`src/rtl/line_buffer_ctrl_if.sv`:
```
// Video timing inputs, their delayed copies and the shared line-RAM control lines.
// The master side is the video source; the slave side is line_buffer_ctrl.
interface line_buffer_ctrl_if #(
  parameter int unsigned ADDR_WIDTH = 11
);
  logic                  i_vid_hsync;
  logic                  i_vid_vsync;
  logic                  i_vid_VDE;
  logic                  o_vid_hsync;
  logic                  o_vid_vsync;
  logic                  o_vid_VDE;
  logic [ADDR_WIDTH-1:0] o_addr;
  logic                  o_wea0;
  logic                  o_wea1;
  logic                  o_bank_sel;

  modport master (
    output i_vid_hsync, i_vid_vsync, i_vid_VDE,
    input  o_vid_hsync, o_vid_vsync, o_vid_VDE, o_addr, o_wea0, o_wea1, o_bank_sel
  );

  modport slave (
    input  i_vid_hsync, i_vid_vsync, i_vid_VDE,
    output o_vid_hsync, o_vid_vsync, o_vid_VDE, o_addr, o_wea0, o_wea1, o_bank_sel
  );
endinterface

```
`src/rtl/line_buffer_ctrl.sv`:
```
// Ping-pong line-buffer controller for a 3x3 window: column addressing, bank write
// enables, line/frame bookkeeping and a matched delay line for the video timing.
module line_buffer_ctrl #(
  parameter int unsigned ADDR_WIDTH = 11,
  parameter int unsigned SYNC_DELAY = 2
) (
  input  logic                  clk,
  input  logic                  n_rst,
  line_buffer_ctrl_if.slave     vid,
  output logic [10:0]           o_line_cnt,
  output logic [ADDR_WIDTH-1:0] o_line_width,
  output logic                  o_win_valid,
  output logic                  o_frame_start,
  output logic                  o_overflow
);
  typedef enum logic [1:0] {StIdle, StWaitLine, StActive, StBlank} state_e;

  localparam logic [ADDR_WIDTH-1:0] AddrMax = '1;
  localparam logic [ADDR_WIDTH-1:0] AddrOne = ADDR_WIDTH'(1);
  localparam logic [ADDR_WIDTH-1:0] AddrTwo = ADDR_WIDTH'(2);
  localparam logic [10:0]           LineMax = 11'd2047;

  state_e                state_q, state_d;
  logic [ADDR_WIDTH-1:0] addr_q, addr_d;
  logic [ADDR_WIDTH-1:0] width_q, width_d;
  logic [10:0]           line_q, line_d;
  logic                  bank_q, bank_d;
  logic                  ovf_q, ovf_d;
  logic                  fs_q, fs_d;
  logic                  win_q, win_d;
  logic                  wea0_q, wea0_d;
  logic                  wea1_q, wea1_d;
  logic                  vs_q, vde_q, primed_q;
  logic                  vs_rise, vde_rise, wr_en;

  // primed_q masks edges on the first cycle after reset.
  assign vs_rise  = primed_q & vid.i_vid_vsync & ~vs_q;
  assign vde_rise = primed_q & vid.i_vid_VDE & ~vde_q;

  always_comb begin
    state_d = state_q;
    addr_d  = addr_q;
    width_d = width_q;
    line_d  = line_q;
    bank_d  = bank_q;
    ovf_d   = ovf_q;
    fs_d    = 1'b0;
    if (vs_rise) begin
      // Frame restart wins over a coincident VDE rise, which then opens line 0.
      fs_d    = 1'b1;
      line_d  = '0;
      bank_d  = 1'b0;
      addr_d  = '0;
      state_d = (state_q != StIdle && vde_rise) ? StActive : StWaitLine;
    end else begin
      unique case (state_q)
        StIdle: state_d = StIdle;
        StWaitLine, StBlank: begin
          if (vde_rise) begin
            state_d = StActive;
            addr_d  = '0;
          end
        end
        StActive: begin
          if (!vid.i_vid_VDE) begin
            state_d = StBlank;
            width_d = (addr_q == AddrMax) ? AddrMax : addr_q + AddrOne;
            bank_d  = ~bank_q;
            line_d  = (line_q == LineMax) ? LineMax : line_q + 11'd1;
          end else if (addr_q == AddrMax) begin
            ovf_d = 1'b1;
          end else begin
            addr_d = addr_q + AddrOne;
          end
        end
        default: state_d = StIdle;
      endcase
    end
    wr_en  = (state_d == StActive) && vid.i_vid_VDE;
    wea0_d = wr_en & ~bank_d;
    wea1_d = wr_en & bank_d;
    win_d  = wr_en && (line_d >= 11'd2) && (addr_d >= AddrTwo);
  end

  always_ff @(posedge clk) begin
    if (!n_rst) begin
      state_q  <= StIdle;
      addr_q   <= '0;
      width_q  <= '0;
      line_q   <= '0;
      bank_q   <= 1'b0;
      ovf_q    <= 1'b0;
      fs_q     <= 1'b0;
      win_q    <= 1'b0;
      wea0_q   <= 1'b0;
      wea1_q   <= 1'b0;
      vs_q     <= 1'b0;
      vde_q    <= 1'b0;
      primed_q <= 1'b0;
    end else begin
      state_q  <= state_d;
      addr_q   <= addr_d;
      width_q  <= width_d;
      line_q   <= line_d;
      bank_q   <= bank_d;
      ovf_q    <= ovf_d;
      fs_q     <= fs_d;
      win_q    <= win_d;
      wea0_q   <= wea0_d;
      wea1_q   <= wea1_d;
      vs_q     <= vid.i_vid_vsync;
      vde_q    <= vid.i_vid_VDE;
      primed_q <= 1'b1;
    end
  end

  assign vid.o_addr     = addr_q;
  assign vid.o_wea0     = wea0_q;
  assign vid.o_wea1     = wea1_q;
  assign vid.o_bank_sel = bank_q;
  assign o_line_cnt     = line_q;
  assign o_line_width   = width_q;
  assign o_win_valid    = win_q;
  assign o_frame_start  = fs_q;
  assign o_overflow     = ovf_q;

  if (SYNC_DELAY == 0) begin : g_sync_pass
    assign vid.o_vid_hsync = vid.i_vid_hsync;
    assign vid.o_vid_vsync = vid.i_vid_vsync;
    assign vid.o_vid_VDE   = vid.i_vid_VDE;
  end else begin : g_sync_dly
    logic [2:0] sync_q [SYNC_DELAY];

    always_ff @(posedge clk) begin
      if (!n_rst) begin
        for (int i = 0; i < SYNC_DELAY; i++) sync_q[i] <= '0;
      end else begin
        sync_q[0] <= {vid.i_vid_hsync, vid.i_vid_vsync, vid.i_vid_VDE};
        for (int i = 1; i < SYNC_DELAY; i++) sync_q[i] <= sync_q[i-1];
      end
    end

    assign {vid.o_vid_hsync, vid.o_vid_vsync, vid.o_vid_VDE} = sync_q[SYNC_DELAY-1];
  end
endmodule

```
`src/flat_wrapper.sv`:
```
// flat-port wrapper written by rule: the top's interface ports become plain ports
module line_buffer_ctrl_flat 
#(
  parameter int unsigned ADDR_WIDTH = 11,
  parameter int unsigned SYNC_DELAY = 2
)
  (clk, n_rst, o_line_cnt, o_line_width, o_win_valid, o_frame_start, o_overflow, vid_i_vid_hsync, vid_i_vid_vsync, vid_i_vid_VDE, vid_o_vid_hsync, vid_o_vid_vsync, vid_o_vid_VDE, vid_o_addr, vid_o_wea0, vid_o_wea1, vid_o_bank_sel);
  line_buffer_ctrl_if #(.ADDR_WIDTH(ADDR_WIDTH)) vid_i ();
  input  logic clk;
  input  logic n_rst;
  output logic [10:0] o_line_cnt;
  output logic [ADDR_WIDTH-1:0] o_line_width;
  output logic o_win_valid;
  output logic o_frame_start;
  output logic o_overflow;
  input wire logic [$bits(vid_i.i_vid_hsync)-1:0] vid_i_vid_hsync;
  input wire logic [$bits(vid_i.i_vid_vsync)-1:0] vid_i_vid_vsync;
  input wire logic [$bits(vid_i.i_vid_VDE)-1:0] vid_i_vid_VDE;
  output wire logic [$bits(vid_i.o_vid_hsync)-1:0] vid_o_vid_hsync;
  output wire logic [$bits(vid_i.o_vid_vsync)-1:0] vid_o_vid_vsync;
  output wire logic [$bits(vid_i.o_vid_VDE)-1:0] vid_o_vid_VDE;
  output wire logic [$bits(vid_i.o_addr)-1:0] vid_o_addr;
  output wire logic [$bits(vid_i.o_wea0)-1:0] vid_o_wea0;
  output wire logic [$bits(vid_i.o_wea1)-1:0] vid_o_wea1;
  output wire logic [$bits(vid_i.o_bank_sel)-1:0] vid_o_bank_sel;
  assign vid_i.i_vid_hsync = vid_i_vid_hsync;
  assign vid_i.i_vid_vsync = vid_i_vid_vsync;
  assign vid_i.i_vid_VDE = vid_i_vid_VDE;
  assign vid_o_vid_hsync = vid_i.o_vid_hsync;
  assign vid_o_vid_vsync = vid_i.o_vid_vsync;
  assign vid_o_vid_VDE = vid_i.o_vid_VDE;
  assign vid_o_addr = vid_i.o_addr;
  assign vid_o_wea0 = vid_i.o_wea0;
  assign vid_o_wea1 = vid_i.o_wea1;
  assign vid_o_bank_sel = vid_i.o_bank_sel;
  line_buffer_ctrl #(.ADDR_WIDTH(ADDR_WIDTH), .SYNC_DELAY(SYNC_DELAY)) u_core (.clk(clk), .n_rst(n_rst), .vid(vid_i), .o_line_cnt(o_line_cnt), .o_line_width(o_line_width), .o_win_valid(o_win_valid), .o_frame_start(o_frame_start), .o_overflow(o_overflow));
endmodule
```
`config.mk`:
```
export PLATFORM = sky130hd
export DESIGN_NAME = line_buffer_ctrl_flat
export DESIGN_NICKNAME = d
export VERILOG_FILES = /design/src/rtl/line_buffer_ctrl_if.sv /design/src/rtl/line_buffer_ctrl.sv /design/src/flat_wrapper.sv
export SDC_FILE = /design/constraint.sdc
export NUM_CORES = 1
export LEC_CHECK = 0
export ABC_CLOCK_PERIOD_IN_PS = 3500
export CAP_MARGIN = 20
export CORE_MARGIN = 5
export CORE_UTILIZATION = 55
export DETAILED_ROUTE_END_ITERATION = 8
export PLACE_DENSITY = 0.92
export SLEW_MARGIN = 20
export SYNTH_ARGS = -nofsm -noshare
export SYNTH_HDL_FRONTEND = slang
export SYNTH_SLANG_ARGS = --single-unit
```
`constraint.sdc`:
```
create_clock -name clk -period 3.5 [get_ports clk]
set_clock_uncertainty 0.05 [all_clocks]
set_input_delay 0.7 -clock clk [delete_from_list [all_inputs] [get_ports clk]]
set_output_delay 0.7 -clock clk [all_outputs]
set_load 0.02 [all_outputs]
```
# After elaboration in Yosys (flattened, before gate mapping)
# Memory sizes are Yosys's and may differ from the RTL's.
# Cells that the tools add are included.
[totals]
regBits = 44
mem_bits_rw = 6
out_inout_bits = 42
mem_count = 1
[mem_list]
columns = ["name", "depth", "width", "rd", "rd_ports_with_merged_regs", "wr", "line", "source"]
rows = [
  ["u_core.g_sync_dly.sync_q", 2, 3, 2, 0, 2, "line_buffer_ctrl.sv:132", "logic [2:0] sync_q [SYNC_DELAY];"],
]
[op_classes]
addsub = 2
order_cmp = 2
n_eq_ne = 6
muxes = 23
n_bitwise = 14
reduce_logical = 9
[op_table]
columns = ["op", "n"]
rows = [
  ["two-way mux 11 bit", 9],
  ["adder 11 x 1 -> 11 bit (second input constant)", 2],
  ["equality test 11 bit (second input constant)", 2],
  [">= comparator 11 x 2 -> 1 bit (second input constant)", 2],
  ["case mux 11 bit (2 select lines)", 1],
  ["two-way mux 2 bit", 4],
  ["bitwise AND 1 bit", 6],
  ["equality test 2 bit (second input constant)", 3],
  ["two-way mux 1 bit", 6],
  ["two-way mux 3 bit", 2],
  ["NOT 1 bit", 6],
  ["case mux 2 bit (3 select lines)", 1],
  ["logical AND 1 bit", 4],
  ["AND reduction 4 bit", 1],
  ["AND reduction 3 bit", 1],
  ["equality test 2 x 1 -> 1 bit (second input constant)", 1],
  ["logical NOT 2 bit", 1],
  ["OR 1 bit", 2],
  ["nonzero test 2 bit", 1],
  ["OR reduction 2 bit", 1],
]

# Longest topological paths before layout
[depth]
word_depth = 9
depth_mapped = 8
mapped_depth_nobuf = 8

# Worst setup path before layout
# No wires, ideal clock.
[synth_timing]
kind = "in2reg"
start = "in vid_i_vid_VDE"
end = "reg u_core.win_q (netlist: u_core.o_win_valid)"
setup_ps = 120
t_arrival_ps = 2308
required_time_ps = 3330
setup_slack_ps = 1022
cell_stages = 8
path_buffers = 2
cell_sequence = "buf_6 or3b_1 buf_6 nor4_1 xnor2_1 o211ai_2 o31a_1 o31a_1"
[synth_between]
elab_chain_len = 9
elab_cells_between_ends = 21
classes_between = "2 x order compare; 1 x eq/ne; 12 x mux; 2 x bitwise; 4 x reduce/logical"
[synth_lines]
columns = ["item", "line", "source"]
rows = [
  ["start, declared", "flat_wrapper.sv:18", "input wire logic [$bits(vid_i.i_vid_VDE)-1:0] vid_i_vid_VDE;"],
  ["parallel branches: the longest is 8 deep, another holds >= comparator 11 x 2 -> 1 bit", "--", ""],
  ["logical AND 1 bit *", "line_buffer_ctrl.sv:82", "win_d = wr_en && (line_d >= 11'd2) && (addr_d >= AddrTwo);"],
  ["end signal, assigned", "line_buffer_ctrl.sv:108", "win_q <= win_d;"],
  ["end, declared", "line_buffer_ctrl.sv:30", "logic win_q, win_d;"],
]
# Every way passes the cells marked *.
# A chain may end at the register's enable or synchronous reset.

# Worst setup path after layout
# Same ends and word-level chain as after synthesis.

==> flow_summary.toml <==
[setup_path]
cpPeakStageDelay_ps = 580
crit_family = "simple AND/OR/NAND/NOR gates"
crit_fanout = 9
worst_ep_arrival_time_ps = 3070
critPathLaunchType = "input pin"
cp-end-kind = "register"
crit_chain = "clkdlybuf4s50_1 > or3b_1 > nor4_1 > xnor2_1 > o211ai_2 > o31a_1 > o31a_1"
critPathBufInv = 1
cp_slowest_cell = "or3b_1"
crit_type = "input pin to register"
worstPathRequired_ps = 3640
crit_path_frequent_cell = "o31a_1"

[clock_network]
htreeDepth = 2
numCtsBuffers = 5
cts-resized-gates = 0
clkTransAtPathRegs_ps = 90
cts_tree = "built"
post_cts_buffers = 0
cts_hold_buf = 0
cts-root-buf = "clkbuf_8"
clock_path_buffers = 2
clock_sinks = 48
clkLatencyLatePin_ps = 300

[cells_and_area]
drive_gt1_share_pct = 7.385
fin_util_pct = 72.05
fin_cells = 375
nNetsFinal = 332
fillerInstances = 331
antenna_cells = 0
area_growth_pct = 25.68

[sta]
rsz0062_at_grt = "false"
fmax_ghz = 0.3419
max_slew_margin_pct = 47.36
slew_viol_final = 0
final.min_clock_period_ps = 2925
fin_ws_ps = 574.7
fin_tns_setup_ps = 0
worst_pin_slew_ps = 787.7
hold_viol = 0
period_share_pct = 83.58
finalSetupViolations = 0

[yosys]
syn_avg_cell_area_sq_um = 8.220
syn_inst = 281
synth_fp_nets = 289
yosys.area.top_type = "dfxtp_1"
yosys-mux-area-fraction_pct = 0.4334
async_flop_share_pct = 0
synth_top_family_by_area = "simple AND/OR/NAND/NOR gates"
yosys_warnings = 0
synth_most_common_cell = "dfxtp_1"
yosys-top-cells-count = "48 x dfxtp_1, 30 x nor2_1, 24 x nand2_1, 23 x a21oi_1, 20 x o21ai_0"
synthAdderAreaFrac_pct = 1.625
synth_compound_area_share_pct = 21.56
netlist_top_cells_area = "dfxtp_1 42%, a21oi_1 5.0%, nor2_1 4.9%, o21ai_0 4.3%, nand3_1 3.9%"
ys_ff_latch = 48
synth-xor-area-share_pct = 4.550
synth_ff_type = "dfxtp_1"
ys_seq_area_share_pct = 41.60
yosysUniqueCellTypes = 53
synthSimpleGateAreaFrac_pct = 25.51
synth_top_area_share_pct = 41.60
synth_area_sq_um = 2310
synth-edff-count = 0

[die]
io_pins = 47
die_x_microns = 74.81
die_height_microns = 74.81
core.rowCount = 23
dieArea_sq_um = 5596
core_area_sq_um = 4029
start_util_pct = 57.33

[route]
wl_per_cell_microns = 16.60
drcViolationCount = 0
drt_iter0_drc = 289
drtPass1Iterations = 5
vias = 2357
finalWirelength_microns = 6225
ant_nets = 0
drt-vias-per-instance = 6.285

[placement]
hpwl_microns = 4224
place_congestion = 0.8696
pre_cts_ws_ps = 393.4
portBuffers = 46
dp_cells = 367

[global_routing]
grt_pass1_wl_microns = 10340
grt_max_degree = 23
busiest_layer = "met2"
grt_use_met2_pct = 37.66
grt_pass1_vias = 2185
grt_antenna_before_repair = 0
met1_usage_pct = 32.04
grt_use_met3_pct = 6.409
overflow = 0
track_usage_pct = 24.08

[run_status]
run_status = "completed"

[pwr]
power_density_nw_per_um2 = 347.6
p_leak_nw = 1.006
peakVddDrop_uv = 194.0

[worst_hold_path]
hold_path.class = "register to register"

[flow_run]
maxCapViolCount = 0
[layout make-up]
cell class	count	area, sq um	share of cell area (%)
Sequential cell	48	960.9	33.10
Clock buffer	6	72.57	2.500
Multi-Input combinational cell	210	1240	42.72
Tap cell	50	62.56	2.155
Inverter	7	26.28	0.9052
Clock inverter	2	35.03	1.207
Timing Repair Buffer	52	505.5	17.41
[logic make-up after synthesis]
logic type,count (synthesis)
compound gates,79
buf+inv,23
flops,48
fa+ha+maj,3
xor+xnor,12
simple gates,115
mux,1
[routing by layer]
layer  wire (microns)  vias to the layer above
met2             2933                      115
met1             2640                     1131
met4               94                        0
met5                0                        -
li1                 -                     1098
met3              557                       13
[per-stage QoR]
stage | total power, mW | hold WS, ps | cell area, sq um
floorplan | 0.6016 | 361.9 | 2310
global placement | 0.6215 | 369.7 | 2795
detailed placement | 0.6233 | 376.1 | 2795
CTS | 1.006 | 395.9 | 2903
global route | 1.037 | 430.3 | 2903
finish | 1.009 | 396.3 | 2903
[layout by cell type (no fill, tap or decap), types with 7 or more instances in the layout]
| cell | instances |
|---|---|
| dfxtp_1 | 48 |
| clkdlybuf4s50_1 | 46 |
| nor2_1 | 30 |
| nand2_1 | 24 |
| a21oi_1 | 23 |
| o21ai_0 | 20 |
| nand3_1 | 18 |
| a31oi_1 | 10 |
| xnor2_1 | 9 |
| nor3_1 | 9 |
| and2_1 | 7 |
[flip-flops by register name, indices dropped and copies added, names as in the netlist]
| name | count |
|---|---|
| u_core.g_sync_dly.sync_q | 6 |
| u_core.o_frame_start | 1 |
| u_core.o_line_cnt | 11 |
| u_core.o_line_width | 11 |
| u_core.o_overflow | 1 |
| u_core.o_win_valid | 1 |
| u_core.primed_q | 1 |
| u_core.state_q | 2 |
| u_core.vid.o_addr | 11 |
| u_core.vid.o_bank_sel | 1 |
| u_core.vid.o_wea0 | 1 |
| u_core.vid.o_wea1 | 1 |
[path summary, 6_finish.rpt]
check | startpoint | to | slack [ps] | depth (start not counted)
min | u_core.g_sync_dly.sync_q[0][2] | u_core.g_sync_dly.sync_q[0][5] | 400 | 1
min reg2reg | u_core.g_sync_dly.sync_q[0][2] | u_core.g_sync_dly.sync_q[0][5] | 400 | 1
max | vid_i_vid_VDE | u_core.o_win_valid | 570 | 7
max reg2reg | u_core.vid.o_addr[1] | u_core.o_win_valid | 790 | 8
[power breakdown]
part | internal [mW] | switching [mW] | total (mW)
Clock | 0.212 | 0.185 | 0.397
Combinational | 0.0202 | 0.0325 | 0.0528
Sequential | 0.553 | 0.00586 | 0.559
[worst register-to-register path, cell delays in order, from the launching register on]
cell	delay, ps
dfxtp_1	500
ha_1	310
nand3_1	250
nor3_2	520
inv_2	220
a21oi_1	320
o21ai_0	200
o211ai_1	160
o31a_1	150
No activity file was read; power rests on OpenSTA's default activity.
